===== config.mk =====
export PLATFORM = sky130hd
export DESIGN_NAME = term_loopback_switch
export DESIGN_NICKNAME = d
export VERILOG_FILES = /design/src/rtl/term_loopback_pkg.sv /design/src/rtl/term_loopback_switch_lane.sv /design/src/rtl/term_loopback_switch.sv
export SDC_FILE = /design/constraint.sdc
export NUM_CORES = 1
export LEC_CHECK = 0
export BUFFER_PORTS_ARGS = -buffer_cell sky130_fd_sc_hd__buf_2
export CAP_MARGIN = 10
export CORE_UTILIZATION = 50
export DETAILED_ROUTE_END_ITERATION = 6
export PLACE_DENSITY = 0.73
export REMOVE_ABC_BUFFERS = 1
export SYNTH_ARGS = -nofsm -noshare
export SYNTH_HDL_FRONTEND = slang
export SYNTH_HIERARCHICAL = 1
export SYNTH_SLANG_ARGS = --single-unit

===== constraint.sdc =====
create_clock -name UserCLK -period 1.1 [get_ports UserCLK]
set_input_delay 0.055 -clock UserCLK [delete_from_list [all_inputs] [get_ports UserCLK]]
set_output_delay 0.055 -clock UserCLK [all_outputs]
set_load 0.05 [all_outputs]

===== src/rtl/term_loopback_pkg.sv =====
// Shared definitions for the terminal-tile loopback switch: per-channel mode
// encodings and the helper that places each wire group in the channel index space.
package term_loopback_pkg;

  localparam logic [1:0] MODE_DIRECT = 2'b00;
  localparam logic [1:0] MODE_REG    = 2'b01;
  localparam logic [1:0] MODE_TIE0   = 2'b10;
  localparam logic [1:0] MODE_TIE1   = 2'b11;

  typedef logic [1:0] mode_t;

  // Wire groups in channel order: singles, doubles (mid), doubles (end), quads.
  typedef enum logic [1:0] {
    GRP_S1    = 2'd0,
    GRP_S2MID = 2'd1,
    GRP_S2END = 2'd2,
    GRP_S4    = 2'd3
  } grp_e;

  // First channel index occupied by a group.
  function automatic int group_base(input int single_w, input int double_w,
                                    input grp_e grp);
    case (grp)
      GRP_S1:    return 0;
      GRP_S2MID: return single_w;
      GRP_S2END: return single_w + double_w;
      default:   return single_w + 2 * double_w;
    endcase
  endfunction

endpackage


===== src/rtl/term_loopback_switch_lane.sv =====
// One loopback channel: data flop plus the output mux selected by the 2-bit mode.
// hold_zero is asserted while the configuration chain is shifting; it clears the
// flop and forces the output low so partially loaded modes never reach the fabric.
module term_loopback_lane
  import term_loopback_pkg::*;
(
  input  logic  clk,
  input  logic  rst_n,
  input  mode_t mode,
  input  logic  hold_zero,
  input  logic  din,
  output logic  dout
);

  logic data_q;

  // Data flop samples every cycle regardless of mode, so a channel switched to
  // registered mode never shows stale data from before the load.
  // NOTE: flops use non-blocking (<=) so all registers see pre-edge values.
  always_ff @(posedge clk or negedge rst_n) begin
    if (!rst_n)         data_q <= 1'b0;
    else if (hold_zero) data_q <= 1'b0;
    else                data_q <= din;
  end

  // Output mux: direct path, flopped path or a constant tie.
  // NOTE: dout gets a default first so no branch can leave it unassigned (no latch).
  always_comb begin
    dout = 1'b0;
    if (!hold_zero) begin
      case (mode)
        MODE_DIRECT: dout = din;
        MODE_REG:    dout = data_q;
        MODE_TIE0:   dout = 1'b0;
        MODE_TIE1:   dout = 1'b1;
        default:     dout = 1'b0;
      endcase
    end
  end

endmodule


===== src/rtl/term_loopback_switch.sv =====
// Terminal-tile loopback switch: south-bound wires return north-bound in
// index-reversed order, each channel with a serially loaded 2-bit mode
// (direct / registered / tie-0 / tie-1).
// Optional feature macro: TERM_LOOPBACK_SHADOW_EN -- adds an active mode register
// loaded from the chain one cycle after ConfigEn falls, so outputs keep running
// on the old modes while a new configuration is shifted in.
module term_loopback_switch
  import term_loopback_pkg::*;
#(
  parameter int SINGLE_W = 4,
  parameter int DOUBLE_W = 8,
  parameter int QUAD_W   = 16
) (
  input  logic                UserCLK,
  input  logic                resetn,
  input  logic                ConfigIn,
  input  logic                ConfigEn,
  output logic                ConfigOut,
  input  logic [SINGLE_W-1:0] S1END,
  input  logic [DOUBLE_W-1:0] S2MID,
  input  logic [DOUBLE_W-1:0] S2END,
  input  logic [QUAD_W-1:0]   S4END,
  output logic [SINGLE_W-1:0] N1BEG,
  output logic [DOUBLE_W-1:0] N2BEG,
  output logic [DOUBLE_W-1:0] N2BEGb,
  output logic [QUAD_W-1:0]   N4BEG
);

  localparam int NCH   = SINGLE_W + 2 * DOUBLE_W + QUAD_W;
  localparam int CFG_W = 2 * NCH;

  localparam int BASE_S1    = group_base(SINGLE_W, DOUBLE_W, GRP_S1);
  localparam int BASE_S2MID = group_base(SINGLE_W, DOUBLE_W, GRP_S2MID);
  localparam int BASE_S2END = group_base(SINGLE_W, DOUBLE_W, GRP_S2END);
  localparam int BASE_S4    = group_base(SINGLE_W, DOUBLE_W, GRP_S4);

  // Zero-width groups would collapse the port vectors; refuse them at elaboration.
  if (SINGLE_W < 1 || DOUBLE_W < 1 || QUAD_W < 1) begin : g_bad_width
    $error("term_loopback_switch: SINGLE_W, DOUBLE_W and QUAD_W must all be >= 1");
  end

  logic [CFG_W-1:0] cfg_q;
  logic [CFG_W-1:0] modes;
  logic             hold_zero;
  logic [NCH-1:0]   lane_in;
  logic [NCH-1:0]   lane_out;

  // Serial configuration chain: shifts toward the MSB while enabled, holds otherwise.
  always_ff @(posedge UserCLK or negedge resetn) begin
    if (!resetn)       cfg_q <= '0;
    else if (ConfigEn) cfg_q <= {cfg_q[CFG_W-2:0], ConfigIn};
  end

  assign ConfigOut = cfg_q[CFG_W-1];

`ifdef TERM_LOOPBACK_SHADOW_EN
  logic [CFG_W-1:0] act_q;
  logic             cfg_en_q;

  // Active mode register: takes the chain contents on the first edge after a load ends.
  always_ff @(posedge UserCLK or negedge resetn) begin
    if (!resetn) begin
      act_q    <= '0;
      cfg_en_q <= 1'b0;
    end else begin
      cfg_en_q <= ConfigEn;
      if (!ConfigEn && cfg_en_q) act_q <= cfg_q;
    end
  end

  assign modes     = act_q;
  assign hold_zero = 1'b0;
`else
  assign modes     = cfg_q;
  assign hold_zero = ConfigEn;
`endif

  // Reversal wiring: output bit i of a group is fed from input bit W-1-i.
  for (genvar i = 0; i < SINGLE_W; i++) begin : g_s1
    assign lane_in[BASE_S1 + i] = S1END[SINGLE_W-1-i];
    assign N1BEG[i]             = lane_out[BASE_S1 + i];
  end

  for (genvar i = 0; i < DOUBLE_W; i++) begin : g_s2
    assign lane_in[BASE_S2MID + i] = S2MID[DOUBLE_W-1-i];
    assign N2BEG[i]                = lane_out[BASE_S2MID + i];
    assign lane_in[BASE_S2END + i] = S2END[DOUBLE_W-1-i];
    assign N2BEGb[i]               = lane_out[BASE_S2END + i];
  end

  for (genvar i = 0; i < QUAD_W; i++) begin : g_s4
    assign lane_in[BASE_S4 + i] = S4END[QUAD_W-1-i];
    assign N4BEG[i]             = lane_out[BASE_S4 + i];
  end

  for (genvar c = 0; c < NCH; c++) begin : g_lane
    term_loopback_lane u_lane (
      .clk       (UserCLK),
      .rst_n     (resetn),
      .mode      (modes[2*c +: 2]),
      .hold_zero (hold_zero),
      .din       (lane_in[c]),
      .dout      (lane_out[c])
    );
  end

endmodule


Word-level counts from Yosys, hierarchy flattened
Index checks and enable logic that the tools add are counted.
- bits in registers: 108
- input port bits: 40
- output and inout bits: 37
- logic and storage cells: 289
- equality and inequality tests: 108
- mux-type cells: 108
- reduce and logical (&&, ||, !) cells: 36
- operator list (cell ; number):
    $eq 2x2->1 const B ; 72
    $pmux 1 s4 ; 36
    $eq 2x1->1 const B ; 36
    $logic_not 2->1 ; 36
    $mux 1 ; 72

Longest topological paths before layout
Gate-level depths: netlist of the first run.
- depth in word-level cells: 3
- gate-level depth with buffers: 3
- depth with buffers taken out: 2

By module
The synthesis of the first run kept the hierarchy.
- modules (own cells, without submodules) (module ; times used ; cells each ; area an instance (um^2)):
    term_loopback_switch ; 1 ; 152 ; 3026.7
    term_loopback_lane ; 36 ; 5 ; 50.0

Worst setup path before layout of the first run
Ideal clock, no wire load.
- kind: reg-to-output
- start point: reg cfg_q[71]
- end point: out N4BEG[15]
- arrival time: 1.781 ns
- data required time: 1.045 ns
- path slack: -0.736 ns
- stages on the path, launching flop included: 3
- path buffers: 0
- cell sequence: dfrtp_1 > or3b_1 > a21oi_1
- longest elaborated chain between the ends: 3
- elaborated cells between the ends (all ways): 6
- ends and longest elaborated chain (element ; RTL line ; text):
    from (decl) ; term_loopback_switch.sv:42 ; logic [CFG_W-1:0] cfg_q;
    from (signal assigned) ; term_loopback_switch.sv:51 ; else if (ConfigEn) cfg_q <= {cfg_q[CFG_W-2:0], ConfigIn};
    $eq 2x2->1, or another cell as far along ; term_loopback_switch_lane.sv:31 ; case (mode)
    $pmux 1 s4 (*) ; term_loopback_switch_lane.sv:31 ;
    $mux 1 (*) ; term_loopback_switch_lane.sv:30 ; if (!hold_zero) begin
    to (decl) ; term_loopback_switch.sv:26 ; output logic [QUAD_W-1:0] N4BEG
Mark *: on every way between the ends. The rest lies on a longest branch, timed or not.

Worst setup path in the final report of the first run
- start point: reg cfg_q[9]
- end point: out N2BEG[0]
- longest elaborated chain between the ends: 3
- elaborated cells between the ends (all ways): 6
- ends and longest elaborated chain (element ; RTL line ; text):
    $eq 2x2->1, or another cell as far along ; term_loopback_switch_lane.sv:31 ;
    $pmux 1 s4 (*) ; term_loopback_switch_lane.sv:31 ;
    $mux 1 (*) ; term_loopback_switch_lane.sv:30 ;
    to (decl) ; term_loopback_switch.sv:24 ; output logic [DOUBLE_W-1:0] N2BEG,
Marked as above.

==> results of run 1 <==
cell families (layout without fill, tap and decap cells):
logic type | after synthesis | count (layout) | synth area share, %
compound gates | 72 | 72 | 7.463
buf+inv | 8 | 222 | 3.135
flops | 108 | 108 | 55.97
mux | 72 | 72 | 22.23
simple gates | 72 | 72 | 11.19
stage by stage:
step	total power [W]	TNS, ns	utilization [%]
final	0.01108	-15.11	74.66
after global routing	0.01160	-17.49	74.66
after CTS	0.01090	-15.56	72.61
after detailed placement	0.008141	-3.903	63.61
after global placement	0.008032	-3.395	63.61
after floorplan	0.006699	-17.82	-
routing by layer:
layer / global-route usage [%] / wire length, um / vias to the layer above
li1: - / - / 1603
met1: 26.55 / 4527 / 1699
met2: 35.62 / 5345 / 49
met3: 2.786 / 205 / 7
met4: 6.355 / 61 / 0
met5: 0 / 0 / -
cells in the mapped netlist:
cell type  instances
mux2_2             2
dfrtp_1          108
o21ai_0           36
a21oi_1           36
mux2_4            70
nor2b_1           36
buf_6              1
buf_12             7
or3b_1            36
layout make-up:
type / count / area (um^2)
Multi-Input combinational cell: 216 / 2131
Tap cell: 129 / 161.4
Timing Repair Buffer: 206 / 1743
Clock inverter: 5 / 42.54
Sequential cell: 108 / 2703
Clock buffer: 11 / 151.4
Fill cell: 599 / 2352
cells in the final DEF, fill, tap and decap left out, drive strengths merged:
master,count
clkinv,2
dfrtp,108
or3b,36
a21oi,36
o21ai,36
nor2b,36
mux2,72
inv,2
dlygate4sd3,38
clkinvlp,1
buf,168
clkbuf,11
state kept, by name (all words and copies together) (netlist names):
register / count
cfg_q: 72
g_lane.u_lane/data_q: 36
critical path: cells and delay by family, from the launching register on:
family	cells	cell delay [ns]
compound gates	2	0.45
flops	1	0.39
buf+inv	2	0.31
timing repair:
item	4_1_cts	5_1_grt
setup buffers	5	5
hold buffers	38	0
resized for setup	72	41
setup endpoints to repair	37	37
pin swaps	55	4
hold endpoints to repair	145	0
path summary, 6_finish.rpt:
kind                                                 end  slack, ns  cells after the start      start
worst max-delay path                            N2BEG[0]      -0.46                      4   cfg_q[9]
worst min register to register                 cfg_q[15]       0.61                      2  cfg_q[14]
max in group asynchronous                      cfg_q[22]       0.58                      3     resetn
worst max register to register                  cfg_q[5]       0.06                      3   cfg_q[4]
min in group asynchronous       g_lane[24].u_lane/data_q       0.22                      3     resetn
worst min-delay path            g_lane[13].u_lane/data_q       0.03                      2   ConfigEn
power by group through the flow:
| stage | sequential [W] | clock, W | combinational, W |
|---|---|---|---|
| finish | 0.00475 | 0.00237 | 0.00395 |
| global route | 0.00483 | 0.00257 | 0.00420 |
| CTS | 0.00475 | 0.00241 | 0.00374 |
| detailed placement | 0.00481 | 0 | 0.00333 |
| global placement | 0.00480 | 0 | 0.00324 |
| floorplan | 0.00489 | 0 | 0.00181 |
==> flow_metrics.py, run 1 <==
metrics = {
    "synthesis": {
        "syn_inst": 332,
        "synth_area_mm2": 0.004828,
        "yosysTopAreaCell": "dfrtp_1",
        "ys_warn_count": 6,
        "synth_cell_types": 9,
        "synth_seq_cells": 108,
        "yosys-top-cells-area": "dfrtp_1 56%, mux2_4 22%, or3b_1 6.5%",
        "syn-mean-instance-area_um2": 14.54,
        "synth_top_area_share_pct": 55.97,
        "ys_seq_area_share_pct": 55.97,
    },
    "worst_setup_path": {
        "slowest_stage": "dfrtp_1",
        "critPathMaxStageDelay_ns": 0.39,
        "worstSetupStartpointType": "flip-flop",
        "worstPathMaxFanout": 3,
        "crit_type": "reg2out",
        "worst-endpoint-required_ns": 1.04,
        "cp_cell_sequence": "buf_4 > o21ai_0 > a21oi_4 > buf_6",
        "arrival_ns": 1.50,
        "end_kind": "output port",
    },
    "power": {
        "p_per_area_mw_per_mm2": 1598,
        "swShare_pct": 31.58,
        "p_leak_nw": 3.440,
        "clock_power_share_pct": 21.4,
        "seq_power_share_pct": 42.9,
        "ir_drop_mv": 1.233,
        "p_switching_w": 0.003499,
        "pwr-share-comb_pct": 35.7,
        "p_int_w": 0.007580,
    },
    "clocking": {
        "cts_buffer_depth": 2,
        "cts-htree-levels": 3,
        "clock_latency_ns": 0.36,
        "clock-sinks": 108,
        "cts_tree": "done",
        "cts_buffers": 9,
        "clkTransAtPathRegs_ns": 0.11,
        "cts-root-buf": "clkbuf_8",
    },
    "sta": {
        "layout_setup_ws_ns": -0.4574,
        "fin_crit_ns": 1.557,
        "max_freq_mhz": 642.1,
        "setup_viol": 36,
        "timing.final.crit_share_pct": 141.6,
        "finClkSkew_ns": 0.01279,
        "hold_violations": 0,
        "slew_violations": 0,
        "rsz0062_at_grt": "true",
        "relSlewSlack_pct": 72.68,
        "tightestPinTransition_ns": 0.4055,
        "hold_ws_ns": 0.02701,
    },
    "grt": {
        "grt-ovfl-total": 0,
        "grt_pass1_wl_um": 16280,
        "grt_pass1_vias": 3515,
        "grt.total_usage_pct": 20.45,
        "antenna_found_initial": 0,
        "grt_max_degree": 64,
    },
    "status": {
        "failed_checks": "setup timing",
        "status": "finished, violations left",
    },
    "placed_design": {
        "dp.cells": 611,
        "dp.final_hpwl_um": 6034,
        "io_buffer_count": 76,
        "post-place-ws_ns": -0.1657,
        "dpl_cell_area_mm2": 0.005906,
        "gp_congestion": 0.7402,
    },
    "routing": {
        "ant_nets": 0,
        "drc": 0,
        "detail_route.wl_per_cell_um": 15.02,
        "via_per_inst": 4.975,
        "wirelength_um": 10140,
        "routed-via-count": 3358,
        "first_pass_iters": 4,
        "drtIter0Drc": 74,
    },
    "layout": {
        "final_cells": 675,
        "fin_area_mm2": 0.006932,
        "n_antenna_cell": 0,
        "area_growth_syn_to_layout_pct": 43.56,
        "drive_gt1_share_pct": 53.85,
        "nets": 581,
    },
    "run": {
        "cap_violations": 0,
    },
    "floorplan": {
        "rows": 35,
        "fp.dieH_um": 100.3,
        "die_w_um": 100.3,
        "fp.coreArea_mm2": 0.009284,
        "start_util_pct": 52.01,
        "top_level_ports": 77,
        "die_area_mm2": 0.01005,
    },
    "worst_hold_path": {
        "hp-class": "in2reg",
    },
}
Power figures use the tool's default switching activity.
==> inputs of run 2 (changes only) <==
- TNS_END_PERCENT: unset -> 30
==> run 2 against run 1 <==
  * Non-clock buffer count is 5 lower
  * Maximum frequency down 0.52%
  * Sequential power hardly changed
  * Sequential share of layout area up 0.41 points
  * Combinational power down 1%
  * Global-route usage fell by 0.38 points
  * Clock skew is 0.0025 ns lower
  * The flow still finishes with violations (setup timing)
==> flow_metrics.py, run 2 (same netlist as run 1, synthesis figures left out) <==
metrics = {
    "status": {
        "status": "finished, violations left",
        "failed_checks": "setup timing",
    },
    "sta": {
        "slew_violations": 0,
        "layout_setup_ws_ns": -0.4656,
        "setup_viol": 37,
        "tightestPinTransition_ns": 0.4040,
        "timing.final.crit_share_pct": 142.3,
        "hold_violations": 0,
        "max_freq_mhz": 638.7,
        "hold_ws_ns": 0.03095,
        "fin_crit_ns": 1.566,
        "finClkSkew_ns": 0.01028,
        "rsz0062_at_grt": "true",
        "relSlewSlack_pct": 72.78,
    },
    "worst_setup_path": {
        "end_kind": "output port",
        "arrival_ns": 1.51,
        "crit_type": "reg2out",
        "worst-endpoint-required_ns": 1.04,
        "worstPathMaxFanout": 2,
        "worstSetupStartpointType": "flip-flop",
    },
    "clocking": {
        "cts-htree-levels": 3,
        "cts_tree": "done",
        "clkTransAtPathRegs_ns": 0.10,
        "clock_latency_ns": 0.36,
        "cts_buffers": 9,
        "clock-sinks": 108,
        "cts-root-buf": "clkbuf_8",
        "cts_buffer_depth": 2,
    },
    "floorplan": {
        "start_util_pct": 52.01,
        "die_area_mm2": 0.01005,
        "fp.dieH_um": 100.3,
        "top_level_ports": 77,
        "fp.coreArea_mm2": 0.009284,
        "die_w_um": 100.3,
        "rows": 35,
    },
    "routing": {
        "ant_nets": 0,
        "wirelength_um": 9802,
        "via_per_inst": 4.970,
        "first_pass_iters": 4,
        "maxUsedRoutingLayer": "met4",
        "wl_met1_um": 4470,
        "drtIter0Drc": 80,
        "routed-via-count": 3330,
        "dr_wl_met3_um": 216,
        "drc": 0,
        "wl_met2_um": 5052,
        "detail_route.wl_per_cell_um": 14.63,
    },
    "layout": {
        "n_antenna_cell": 0,
        "final_util_pct": 73.88,
        "drive_gt1_share_pct": 52.68,
        "top_register": "cfg_q",
        "nets": 576,
        "mostFrequentLayoutCells": "108 x dfrtp_1, 90 x buf_4, 70 x mux2_4",
        "largest_reg_flops": 72,
        "area_growth_syn_to_layout_pct": 42.06,
        "top_regs": "cfg_q x72, g_lane.u_lane/data_q x36",
        "layout_commonest_cell": "dfrtp_1",
    },
    "grt": {
        "antenna_found_initial": 0,
        "grt-ovfl-total": 0,
        "grt_pass1_wl_um": 15990,
        "grt_max_degree": 64,
        "grt.total_usage_pct": 20.07,
        "grt_pass1_vias": 3472,
    },
    "placed_design": {
        "io_buffer_count": 76,
        "gp_congestion": 0.7402,
        "dp.final_hpwl_um": 6034,
    },
    "power": {
        "p_leak_nw": 3.409,
        "p_per_area_mw_per_mm2": 1608,
        "ir_drop_mv": 1.280,
    },
    "run": {
        "cap_violations": 0,
    },
    "worst_hold_path": {
        "hp-class": "in2reg",
    },
}
## run 2: layout make-up
type,count,area [um^2]
timing repair buffer,201,1690
clock buffer,11,151.4
clock inverter,5,42.54
tap,129,161.4
multi-input combinational,216,2111
sequential,108,2703
fill,615,2425
## run 2: path summary, 6_finish.rpt
| check | slack, ns | startpoint | endpoint | cells after the start |
|---|---|---|---|---|
| max | -0.47 | cfg_q[11] | N2BEG[1] | 3 |
| min | 0.03 | ConfigEn | g_lane[13].u_lane/data_q | 2 |
| max reg2reg | 0.07 | cfg_q[4] | cfg_q[5] | 3 |
| min reg2reg | 0.61 | cfg_q[14] | cfg_q[15] | 2 |
| max in group asynchronous | 0.57 | resetn | cfg_q[22] | 3 |
| min in group asynchronous | 0.22 | resetn | g_lane[24].u_lane/data_q | 3 |
## run 2: per-layer routing
metal,global-route usage [%],vias to the layer above
met5,0,-
met4,6.355,0
met3,2.855,7
met2,34.62,47
met1,26.24,1677
li1,-,1599
## run 2: critical path, cell delays in order, from the launching register on
cell,delay (ns)
dfrtp_1,0.41
or3b_1,0.39
a21oi_2,0.18
buf_6,0.18
## run 2: per-stage QoR
step                setup slack [ns]  instances  instance area [um^2]  setup TNS (ns)  total power (W)
floorplan                    -0.7356        324                  4677          -17.82         0.006699
global placement             -0.1590        611                  5906          -3.395         0.008032
detailed placement           -0.1657        611                  5906          -3.903         0.008141
CTS                          -0.4613        667                  6711          -15.59          0.01087
global route                 -0.5433        670                  6859          -17.47          0.01155
finish                       -0.4656        670                  6859          -15.02          0.01103
## run 2: report_power, final
part           switching, W  leakage (nW)  total (W)  internal, W
combinational       0.00183          1.89    0.00391      0.00208
clock               0.00139        0.0965    0.00236     0.000976
sequential         0.000259          1.42    0.00475      0.00449
## run 2: repair_timing
action	CTS	global route
endpoints found under the setup margin	37	37
setup buffers	2	3
cloned	0	0
pin swaps	55	3
gates resized for setup	70	33
hold buffers	38	0
endpoints found under the hold margin	145	0
